`config.mk`:
```
export PLATFORM = sky130hd
export DESIGN_NAME = ste_shift_seq
export DESIGN_NICKNAME = d
export VERILOG_FILES = /design/src/rtl/ste_shift_pkg.sv /design/src/rtl/ste_shift_seq.sv
export SDC_FILE = /design/constraint.sdc
export NUM_CORES = 1
export LEC_CHECK = 0
export CELL_PAD_IN_SITES_DETAIL_PLACEMENT = 1
export CELL_PAD_IN_SITES_GLOBAL_PLACEMENT = 1
export CORE_MARGIN = 8
export CORE_UTILIZATION = 25
export CTS_CLUSTER_DIAMETER = 100
export DETAILED_ROUTE_END_ITERATION = 10
export DONT_BUFFER_PORTS = 1
export HOLD_SLACK_MARGIN = 0.05
export PLACE_DENSITY_LB_ADDON = 0.15
export SLEW_MARGIN = 20
export SYNTH_ARGS = -nofsm -noshare
export SYNTH_HDL_FRONTEND = slang
export SYNTH_SLANG_ARGS = --single-unit
```
`constraint.sdc`:
```
create_clock -name clk -period 3.1 [get_ports clk]
set_clock_uncertainty 0.2 [all_clocks]
set_input_delay 0.775 -clock clk [delete_from_list [all_inputs] [get_ports clk]]
set_output_delay 0.775 -clock clk [all_outputs]
set_load 0.05 [all_outputs]
```
`src/rtl/ste_shift_pkg.sv`:
```
// rtl/ste_shift_pkg.sv - shared FSM state type and default width for the shift sequencer
package ste_shift_pkg;

    localparam int STE_SHIFT_W_DEF = 24;

    typedef enum logic [2:0] {
        ST_IDLE  = 3'd0,
        ST_CLEAR = 3'd1,
        ST_LOAD  = 3'd2,
        ST_SHIFT = 3'd3,
        ST_GAP   = 3'd4
    } ste_shift_seq_state_e;

endpackage

```
`src/rtl/ste_shift_seq.sv`:
```
// rtl/ste_shift_seq.sv - word sequencer driving an external shift register (optional parity bit via STE_SHIFT_SEQ_PARITY_EN)
module ste_shift_seq
    import ste_shift_pkg::*;
#(
    parameter int SHIFT_W = STE_SHIFT_W_DEF,
    parameter int GAP_W   = 4
) (
    input  logic               clk,
    input  logic               reset_i,
    input  logic [SHIFT_W-1:0] word_i,
    input  logic               word_valid_i,
    output logic               word_ready_o,
    input  logic               load_mode_i,
    input  logic [GAP_W-1:0]   gap_cycles_i,
    input  logic               clr_req_i,
    output logic               din_o,
    output logic [SHIFT_W-1:0] din_parallel_o,
    output logic               shift_en_o,
    output logic               shift_ld_o,
    output logic               shift_clr_o,
    output logic [15:0]        word_cnt_o
);

    // One down-counter serves both the bit position in SHIFT and the idle count in GAP,
    // so it must hold the larger of the two ranges.
    localparam int CNT_MAX = (SHIFT_W + 1 > (1 << GAP_W)) ? SHIFT_W + 1 : (1 << GAP_W);
    localparam int CNT_W   = $clog2(CNT_MAX);

    // Counter value loaded at accept: remaining shift cycles after the first one.
`ifdef STE_SHIFT_SEQ_PARITY_EN
    localparam logic [CNT_W-1:0] SHIFT_LAST = CNT_W'(SHIFT_W);
`else
    localparam logic [CNT_W-1:0] SHIFT_LAST = CNT_W'(SHIFT_W - 1);
`endif

    ste_shift_seq_state_e state, state_nxt;
    logic [SHIFT_W-1:0]   word_q, word_nxt;
    logic [GAP_W-1:0]     gap_q, gap_nxt;
    logic [CNT_W-1:0]     cnt, cnt_nxt;
    logic                 clr_pend, clr_pend_nxt;
    logic                 din_nxt;
    logic [SHIFT_W-1:0]   din_parallel_nxt;
    logic                 shift_en_nxt;
    logic                 shift_ld_nxt;
    logic                 shift_clr_nxt;
    logic [15:0]          word_cnt_nxt;
    logic                 word_done;
    logic [CNT_W-1:0]     cnt_dec;

    assign word_ready_o = (state == ST_IDLE) && !clr_pend && !clr_req_i;
    assign cnt_dec      = cnt - 1'b1;

    // Next-state and next-output logic; every control output is registered from these.
    always_comb begin
        state_nxt        = state;
        word_nxt         = word_q;
        gap_nxt          = gap_q;
        cnt_nxt          = cnt;
        clr_pend_nxt     = clr_pend;
        din_nxt          = 1'b0;
        din_parallel_nxt = '0;
        shift_en_nxt     = 1'b0;
        shift_ld_nxt     = 1'b0;
        shift_clr_nxt    = 1'b0;
        word_cnt_nxt     = word_cnt_o;
        word_done        = 1'b0;

        // Requests arriving mid-word are remembered; a clear already in progress absorbs them.
        if (clr_req_i && (state != ST_IDLE) && (state != ST_CLEAR)) begin
            clr_pend_nxt = 1'b1;
        end

        case (state)
            ST_IDLE: begin
                if (clr_req_i || clr_pend) begin
                    state_nxt     = ST_CLEAR;
                    shift_clr_nxt = 1'b1;
                    clr_pend_nxt  = 1'b0;
                end else if (word_valid_i) begin
                    word_nxt = word_i;
                    gap_nxt  = gap_cycles_i;
                    if (load_mode_i) begin
                        state_nxt        = ST_LOAD;
                        shift_ld_nxt     = 1'b1;
                        din_parallel_nxt = word_i;
                    end else begin
                        state_nxt    = ST_SHIFT;
                        shift_en_nxt = 1'b1;
                        din_nxt      = word_i[SHIFT_W-1];
                        cnt_nxt      = SHIFT_LAST;
                    end
                end
            end
            ST_CLEAR: begin
                state_nxt    = ST_IDLE;
                clr_pend_nxt = 1'b0;
            end
            ST_LOAD: begin
                word_done = 1'b1;
            end
            ST_SHIFT: begin
                if (cnt != '0) begin
                    shift_en_nxt = 1'b1;
                    cnt_nxt      = cnt_dec;
`ifdef STE_SHIFT_SEQ_PARITY_EN
                    if (cnt == CNT_W'(1)) begin
                        din_nxt = ^word_q;
                    end else begin
                        din_nxt = word_q[cnt - CNT_W'(2)];
                    end
`else
                    din_nxt = word_q[cnt_dec];
`endif
                end else begin
                    word_done = 1'b1;
                end
            end
            ST_GAP: begin
                if (cnt == '0) begin
                    state_nxt = ST_IDLE;
                end else begin
                    cnt_nxt = cnt_dec;
                end
            end
            default: begin
                state_nxt = ST_IDLE;
            end
        endcase

        if (word_done) begin
            word_cnt_nxt = word_cnt_o + 16'd1;
            if (gap_q == '0) begin
                state_nxt = ST_IDLE;
            end else begin
                state_nxt = ST_GAP;
                cnt_nxt   = CNT_W'(gap_q - 1'b1);
            end
        end
    end

    // State and output registers; reset abandons any word in flight without counting it.
    always_ff @(posedge clk) begin
        if (reset_i) begin
            state          <= ST_IDLE;
            word_q         <= '0;
            gap_q          <= '0;
            cnt            <= '0;
            clr_pend       <= 1'b0;
            din_o          <= 1'b0;
            din_parallel_o <= '0;
            shift_en_o     <= 1'b0;
            shift_ld_o     <= 1'b0;
            shift_clr_o    <= 1'b0;
            word_cnt_o     <= '0;
        end else begin
            state          <= state_nxt;
            word_q         <= word_nxt;
            gap_q          <= gap_nxt;
            cnt            <= cnt_nxt;
            clr_pend       <= clr_pend_nxt;
            din_o          <= din_nxt;
            din_parallel_o <= din_parallel_nxt;
            shift_en_o     <= shift_en_nxt;
            shift_ld_o     <= shift_ld_nxt;
            shift_clr_o    <= shift_clr_nxt;
            word_cnt_o     <= word_cnt_nxt;
        end
    end

endmodule

```
==> results.toml, run 1 <==
[status]
status = "finished clean"

[yosys]
synth.avg_cell_area_um2 = 8.91
syn_area_um2 = 3250
synth_edf_count = 0
ys_top_cells_by_count = "dfxtp_1 (81), nand2_1 (70), a21oi_1 (38)"
yosysTopAreaCellShare_pct = 49.9
ys_seq_area_share_pct = 49.9
synth_cell_types = 39
synth_warnings = 0
async_flop_share_pct = 0
synth_seq_cells = 81
syn-num-nets = 402
yosys-top-cells-area = "dfxtp_1 (50%), nand2_1 (8.1%), a21oi_1 (5.8%), and2_1 (4.8%), mux4_2 (4.2%)"
synth_most_common_cell = "dfxtp_1"
post-synth-top-area-cell = "dfxtp_1"
synth_cells = 365
synth_flop_cell = "dfxtp_1"

[pwr]
leakage_nw = 1.32
power_density_nw_per_um2 = 637
comb_power_share_pct = 8.4
p_clk_share_pct = 44.5
ir_drop_v = 0.000248
swShare_pct = 25.4
power_switching_mw = 0.609
p_int_mw = 1.79
p_seq_share_pct = 47.1

[global_routing]
grt_pass1_wl_um = 13700
overflow = 0
track_usage_pct = 10.5
grt_pass1_vias = 2609
grt_max_degree = 59
antenna_found_initial = 0

[cts]
cts.path.max_buffers = 2
numCtsBuffers = 9
path_clk_slew_ns = 0.06
ctsHoldBuffers = 0
clk_latency_ns = 0.34
cts_tree = "done"
cts_resized = 0
postCtsSetupRepairBufs = 0
clock_sinks = 81
cts_root_buf = "clkbuf_16"
cts_max_level = 3

[setup_path]
timing.rr.start = "cnt[0]$_SDFF_PP0_"
critPathTopFamily = "simple AND/OR/NAND/NOR gates"
crit_path_max_incr_delay_ns = 0.67
worstPathArrival_ns = 2.74
crit_type = "register to register"
slowest_stage = "a2111oi_4"
cp.required_ns = 3.18
path_cells = "inv_1 > ha_1 > or4b_1 > a2111oi_4 > nand4_1 > xor2_1 > nor2_1"
critPathMaxFanout = 7
critPathBufInv = 1
end_kind = "register"
startpoint = "cnt[0]$_SDFF_PP0_"
worstSetupStartpointType = "register"

[timing]
fin_crit_sh_pct = 85.8
fin_setup_tns_ns = 0
rsz0062_at_grt = "no"
drv_slew = 0
setup_viol = 0
hold_viol_final = 0
fmax_mhz = 376
tightest_slew_ns = 0.689
min_period_ns = 2.66
slew_headroom_pct = 54.0

[floorplanning]
die-area_um2 = 16900
start_util_pct = 25.7
coreArea_um2 = 12700
row_count = 41
die_w_um = 130
boundaryPins = 78
dieHeight_um = 130

[worst_hold_path]
hold_class = "register to register"
hold_start = "word_q[13]$_SDFFE_PP0P_"

[place]
io_buffers = 0
place_congestion = 0.698
hpwl_um = 5950

[drt]
drt-total-wl_um = 8280
wl_per_cell_um = 15.3
ant_nets = 0
dr.first_iter.drc_count = 123
vias_per_cell = 4.58
vias = 2484
drc_errors = 0
dr.pass1.iters = 4

[job]
maxCapViolCount = 0

[layout]
drive_gt1_share_pct = 9.46
fin_util_pct = 29.7
final_nets = 402
syn_to_final_growth_pct = 15.6
antenna_cells = 0
fillers = 1491
==> tightest hold or removal path: stages, from the launching register on <==
cell     delay [ns]
dfxtp_1        0.31
nand2_1        0.05
a21oi_1        0.05
==> sequential cells by signal, summed over array words and instances, names as in the netlist <==
| signal | flops |
|---|---|
| clr_pend | 1 |
| cnt | 5 |
| din_o | 1 |
| din_parallel_o | 24 |
| gap_q | 4 |
| shift_clr_o | 1 |
| shift_en_o | 1 |
| shift_ld_o | 1 |
| state | 3 |
| word_cnt_o | 16 |
| word_q | 24 |
==> cells in the final DEF, fill, tap and decap left out, types with 5 or more instances in the layout <==
cell type | netlist | routed
clkbuf_16 | 0 | 9
nor2_1 | 23 | 22
nand4_1 | 5 | 5
buf_4 | 0 | 9
xor2_1 | 8 | 8
and2_1 | 25 | 25
nor3_1 | 8 | 8
inv_1 | 10 | 10
nand2_1 | 70 | 70
xnor2_1 | 7 | 7
o21ai_0 | 11 | 11
dfxtp_1 | 81 | 81
nand3_1 | 10 | 10
mux4_2 | 6 | 6
or3_1 | 5 | 5
a21oi_1 | 38 | 38
==> cells by family after synthesis <==
logic type	count (synthesis)	synth area share [%]
XOR/XNOR	15	4.04
multiplexers	9	5.12
AND/OR/NAND/NOR	161	23.8
flip-flops	81	49.9
adder cells (fa/ha/maj)	4	1.54
buffers and inverters	30	3.54
AO/OA/AOI/OAI	65	12.1
==> path summary, 6_finish.rpt <==
check	end	slack (ns)	cells after the start
hold reg to reg	word_q[13]$_SDFFE_PP0P_	0.25	2
setup reg to reg	word_cnt_o[9]$_SDFFE_PP0N_	0.44	7
hold / removal	word_q[13]$_SDFFE_PP0P_	0.25	2
setup / recovery	word_cnt_o[9]$_SDFFE_PP0N_	0.44	7
==> power groups by stage <==
stage / clock network, mW / logic [mW] / registers, mW
2_1_floorplan: 0 / 0.172 / 1.14
4_1_cts: 1.12 / 0.207 / 1.13
3_3_place_gp: 0 / 0.204 / 1.15
3_5_place_dp: 0 / 0.206 / 1.15
5_1_grt: 1.16 / 0.232 / 1.13
6_report: 1.07 / 0.201 / 1.13
==> stage by stage <==
step	hold slack, ns	cell area, µm²	cells	total power [mW]	setup WS, ns
6_report	0.248	3760	542	2.39	0.441
4_1_cts	0.251	3760	542	2.45	0.414
3_5_place_dp	0.242	3460	526	1.36	0.430
2_1_floorplan	0.233	3250	365	1.32	0.405
5_1_grt	0.263	3760	542	2.52	0.241
3_3_place_gp	0.236	3460	526	1.36	0.496
==> layout make-up <==
class / count / area [µm²] / area share, %
flip-flops and latches: 81 / 1620 / 43.1
multi-input cells: 254 / 1520 / 40.5
clock buffers: 10 / 229 / 6.09
well taps: 172 / 215 / 5.73
repair buffers: 9 / 67.6 / 1.80
clock inverters: 6 / 65.1 / 1.73
inverters: 10 / 37.5 / 0.999
==> per-layer routing <==
metal,up-vias,global-route usage (%),wire (µm)
li1,1236,-,-
met1,1188,12.2,3690
met2,49,16.3,3700
met3,11,4.53,722
met4,0,5.12,161
met5,-,0,0
No activity file was read; power rests on OpenSTA's default activity.
==> inputs of run 2 (changes only) <==
Settings changed: REMOVE_ABC_BUFFERS set to 1.
==> results.toml, run 2 (same netlist as run 1, synthesis figures left out) <==
[cts]
cts_root_buf = "clkbuf_16"
cts_max_level = 3
cts_tree = "done"
clock_sinks = 81
postCtsSetupRepairBufs = 0
cts.path.max_buffers = 2
ctsHoldBuffers = 0
path_clk_slew_ns = 0.07
numCtsBuffers = 9
cts_resized = 0
clk_latency_ns = 0.34

[drt]
vias = 2472
ant_nets = 0
vias_per_cell = 4.56
drt-total-wl_um = 8610
wl_per_cell_um = 15.9
dr.pass1.iters = 4
drc_errors = 0
dr.first_iter.drc_count = 120

[setup_path]
r2r_cells = 7
critPathMaxFanout = 9
worstPathArrival_ns = 1.70
worstSetupStartpointType = "register"
cp.required_ns = 2.12
end_kind = "output port"
crit_type = "register to output port"

[place]
pre_cts_ws_ns = 0.415
hpwl_um = 6020
dp.cells = 526
dpl_cell_area_um2 = 3480
io_buffers = 0
place_congestion = 0.711

[global_routing]
antenna_found_initial = 0
use_met2_pct = 17.1
overflow = 0
grt_pass1_vias = 2661
gr-usage-met1_pct = 12.5
grt_max_degree = 59
grt-busiest-layer = "met2"
grt_pass1_wl_um = 13900
grt_util_met3_pct = 4.04
track_usage_pct = 10.7

[layout]
drive_gt1_share_pct = 9.46
syn_to_final_growth_pct = 15.6
antenna_cells = 0
mostFrequentLayoutCell = "dfxtp_1"
fin_util_pct = 29.7
reg_top3 = "din_parallel_o: 24 flops, word_q: 24 flops, word_cnt_o: 16 flops"
final_nets = 402
final_cell_mix = "dfxtp_1 (81), nand2_1 (70), a21oi_1 (38)"
fin_cells = 542
fin_area_um2 = 3760

[worst_hold_path]
hold_path_depth = 2
hold_class = "register to register"

[floorplanning]
coreArea_um2 = 12700
die-area_um2 = 16900
boundaryPins = 78
dieHeight_um = 130
row_count = 41
die_w_um = 130
start_util_pct = 25.7

[pwr]
leakage_nw = 1.31
power_density_nw_per_um2 = 624
ir_drop_v = 0.000251
report.power.total_mw = 2.35

[timing]
fin_setup_tns_ns = 0
hold_ws_ns = 0.249
drv_slew = 0
slew_headroom_pct = 54.5
worst_slack_ns = 0.423
hold_viol_final = 0
tightest_slew_ns = 0.681
rsz0062_at_grt = "no"
fin_crit_sh_pct = 86.4
fmax_mhz = 374
setup_viol = 0
min_period_ns = 2.68

[job]
maxCapViolCount = 0

[status]
status = "finished clean"
==> run 2: cell count changes in the layout (fill, tap and decap cells not counted) <==
cell	delta
buf_4	-1
clkbuf_8	+2
buf_12	+1
inv_6	-1
bufinv_16	-1
==> run 2: cell type report <==
type	count	area (µm²)
inverter	10	37.5
tap	172	215
timing repair buffer	9	80.1
clock buffer	12	256
fill	1492	8910
sequential	81	1620
clock inverter	4	26.3
multi-input combinational	254	1520
==> run 2: power by group <==
group | switching (mW) | leakage (nW) | internal (mW) | total (mW)
clock | 0.426 | 0.139 | 0.586 | 1.01
combinational | 0.122 | 0.519 | 0.0838 | 0.205
sequential | 0.0516 | 0.657 | 1.08 | 1.13
total | 0.599 | 1.31 | 1.75 | 2.35
==> run 2: metal layers <==
metal	part of all wire, %	up-vias
met3	6.8	15
met5	0	-
met4	1.9	0
li1	-	1240
met1	46	1170
met2	46	47
==> run 2: final timing paths <==
check / startpoint / slack (ns) / end
setup / recovery: state[0]$_SDFFE_PP0P_ / 0.42 / word_ready_o
hold / removal: word_q[13]$_SDFFE_PP0P_ / 0.25 / word_q[13]$_SDFFE_PP0P_
setup reg to reg: cnt[0]$_SDFF_PP0_ / 0.46 / word_cnt_o[9]$_SDFFE_PP0N_
hold reg to reg: word_q[13]$_SDFFE_PP0P_ / 0.25 / word_q[13]$_SDFFE_PP0P_
==> run 2: worst max-delay path, stage by stage, from the launching register on <==
cell,delay [ns]
dfxtp_1,0.42
nor3_1,0.45
nand2_1,0.18
inv_1,0.11
buf_4,0.20
==> inputs of run 3 (changes only) <==
Settings changed: CELL_PAD_IN_SITES_DETAIL_PLACEMENT 1 to unset, CELL_PAD_IN_SITES_GLOBAL_PLACEMENT 1 to unset.
==> results.toml, run 3 (same netlist as run 1, synthesis figures left out) <==
[cts]
ctsHoldBuffers = 0
clk_latency_ns = 0.34
cts_tree = "done"
cts.path.max_buffers = 2
cts_root_buf = "clkbuf_16"
cts_resized = 0
numCtsBuffers = 9
postCtsSetupRepairBufs = 0
clock_sinks = 81
cts_max_level = 3
path_clk_slew_ns = 0.06

[timing]
min_period_ns = 2.63
slew_headroom_pct = 53.6
setup_viol = 0
fmax_mhz = 380
drv_slew = 0
fin_crit_sh_pct = 84.8
tightest_slew_ns = 0.695
worst_slack_ns = 0.471
rsz0062_at_grt = "no"
hold_viol_final = 0
fin_setup_tns_ns = 0

[layout]
mostFrequentLayoutCell = "dfxtp_1"
drive_gt1_share_pct = 9.97
final_nets = 403
antenna_cells = 0
final_cell_mix = "dfxtp_1 (81), nand2_1 (70), a21oi_1 (38)"
fin_cells = 543
reg_top3 = "din_parallel_o: 24 flops, word_q: 24 flops, word_cnt_o: 16 flops"
syn_to_final_growth_pct = 16.6

[drt]
drc_errors = 0
ant_nets = 0
vias = 2435
dr.first_iter.drc_count = 103
dr.pass1.iters = 4
drt-total-wl_um = 8010
wl_per_cell_um = 14.7
vias_per_cell = 4.48

[worst_hold_path]
hold_class = "register to register"

[setup_path]
end_kind = "output port"
path_cells = "nor3_1 > nand2_1 > inv_1 > buf_4"
slowest_stage = "dfxtp_1"
worstPathArrival_ns = 1.65
crit_type = "register to output port"
critPathBufInv = 2
critPathTopFamily = "simple AND/OR/NAND/NOR gates"
cp.required_ns = 2.12
critPathMaxFanout = 9
worstSetupStartpointType = "register"
crit_path_max_incr_delay_ns = 0.42

[floorplanning]
boundaryPins = 78
row_count = 41
coreArea_um2 = 12700
start_util_pct = 25.7
dieHeight_um = 130
die_w_um = 130
die-area_um2 = 16900

[place]
pre_cts_ws_ns = 0.492
dp.cells = 527
hpwl_um = 5760
io_buffers = 0
place_congestion = 0.714

[global_routing]
overflow = 0
grt_pass1_wl_um = 12800
grt_max_degree = 59
track_usage_pct = 9.84
grt_pass1_vias = 2388
antenna_found_initial = 0

[pwr]
leakage_nw = 1.33
power_density_nw_per_um2 = 637
ir_drop_v = 0.000235

[status]
status = "finished clean"

[job]
maxCapViolCount = 0
-- run 3: through the flow --
stage / hold WS, ns / total power [mW] / utilization, % / cell area [µm²]
final: 0.249 / 2.41 / 29.9 / 3790
after global routing: 0.267 / 2.53 / 29.9 / 3790
after CTS: 0.249 / 2.46 / 29.9 / 3790
after detailed placement: 0.241 / 1.36 / 27.5 / 3480
after global placement: 0.235 / 1.36 / 27.5 / 3480
after floorplan: 0.227 / 1.30 / - / 3170
-- run 3: final timing paths --
kind,from,end,slack [ns],cells past startpoint
hold reg to reg,word_q[17]$_SDFFE_PP0P_,word_q[17]$_SDFFE_PP0P_,0.25,2
hold / removal,word_q[17]$_SDFFE_PP0P_,word_q[17]$_SDFFE_PP0P_,0.25,2
setup / recovery,state[0]$_SDFFE_PP0P_,word_ready_o,0.47,4
setup reg to reg,cnt[0]$_SDFF_PP0_,word_cnt_o[12]$_SDFFE_PP0N_,0.48,6
-- run 3: metal layers --
metal	global-route usage [%]	part of all wire, %	vias up	wire (µm)
li1	-	-	1241	-
met1	11.4	44	1135	3530
met2	15.6	47	54	3750
met3	4.00	7.6	5	611
met4	4.51	1.5	0	121
met5	0	0	-	0
-- run 3: layout make-up --
cell class / count / area, µm²
repair buffers: 10 / 87.6
flip-flops and latches: 81 / 1620
clock inverters: 6 / 67.6
fillers: 1362 / 8880
inverters: 10 / 37.5
clock buffers: 10 / 239
multi-input cells: 254 / 1520
well taps: 172 / 215
-- run 3: worst min-delay path, stage by stage (launching register included) --
cell,delay (ns)
dfxtp_1,0.31
nand2_1,0.05
a21oi_1,0.05
-- run 3: report_power, final --
group | internal, mW | total, mW | switching, mW | leakage [nW]
logic | 0.0854 | 0.203 | 0.118 | 0.525
registers | 1.08 | 1.13 | 0.0516 | 0.657
clock network | 0.647 | 1.08 | 0.437 | 0.145
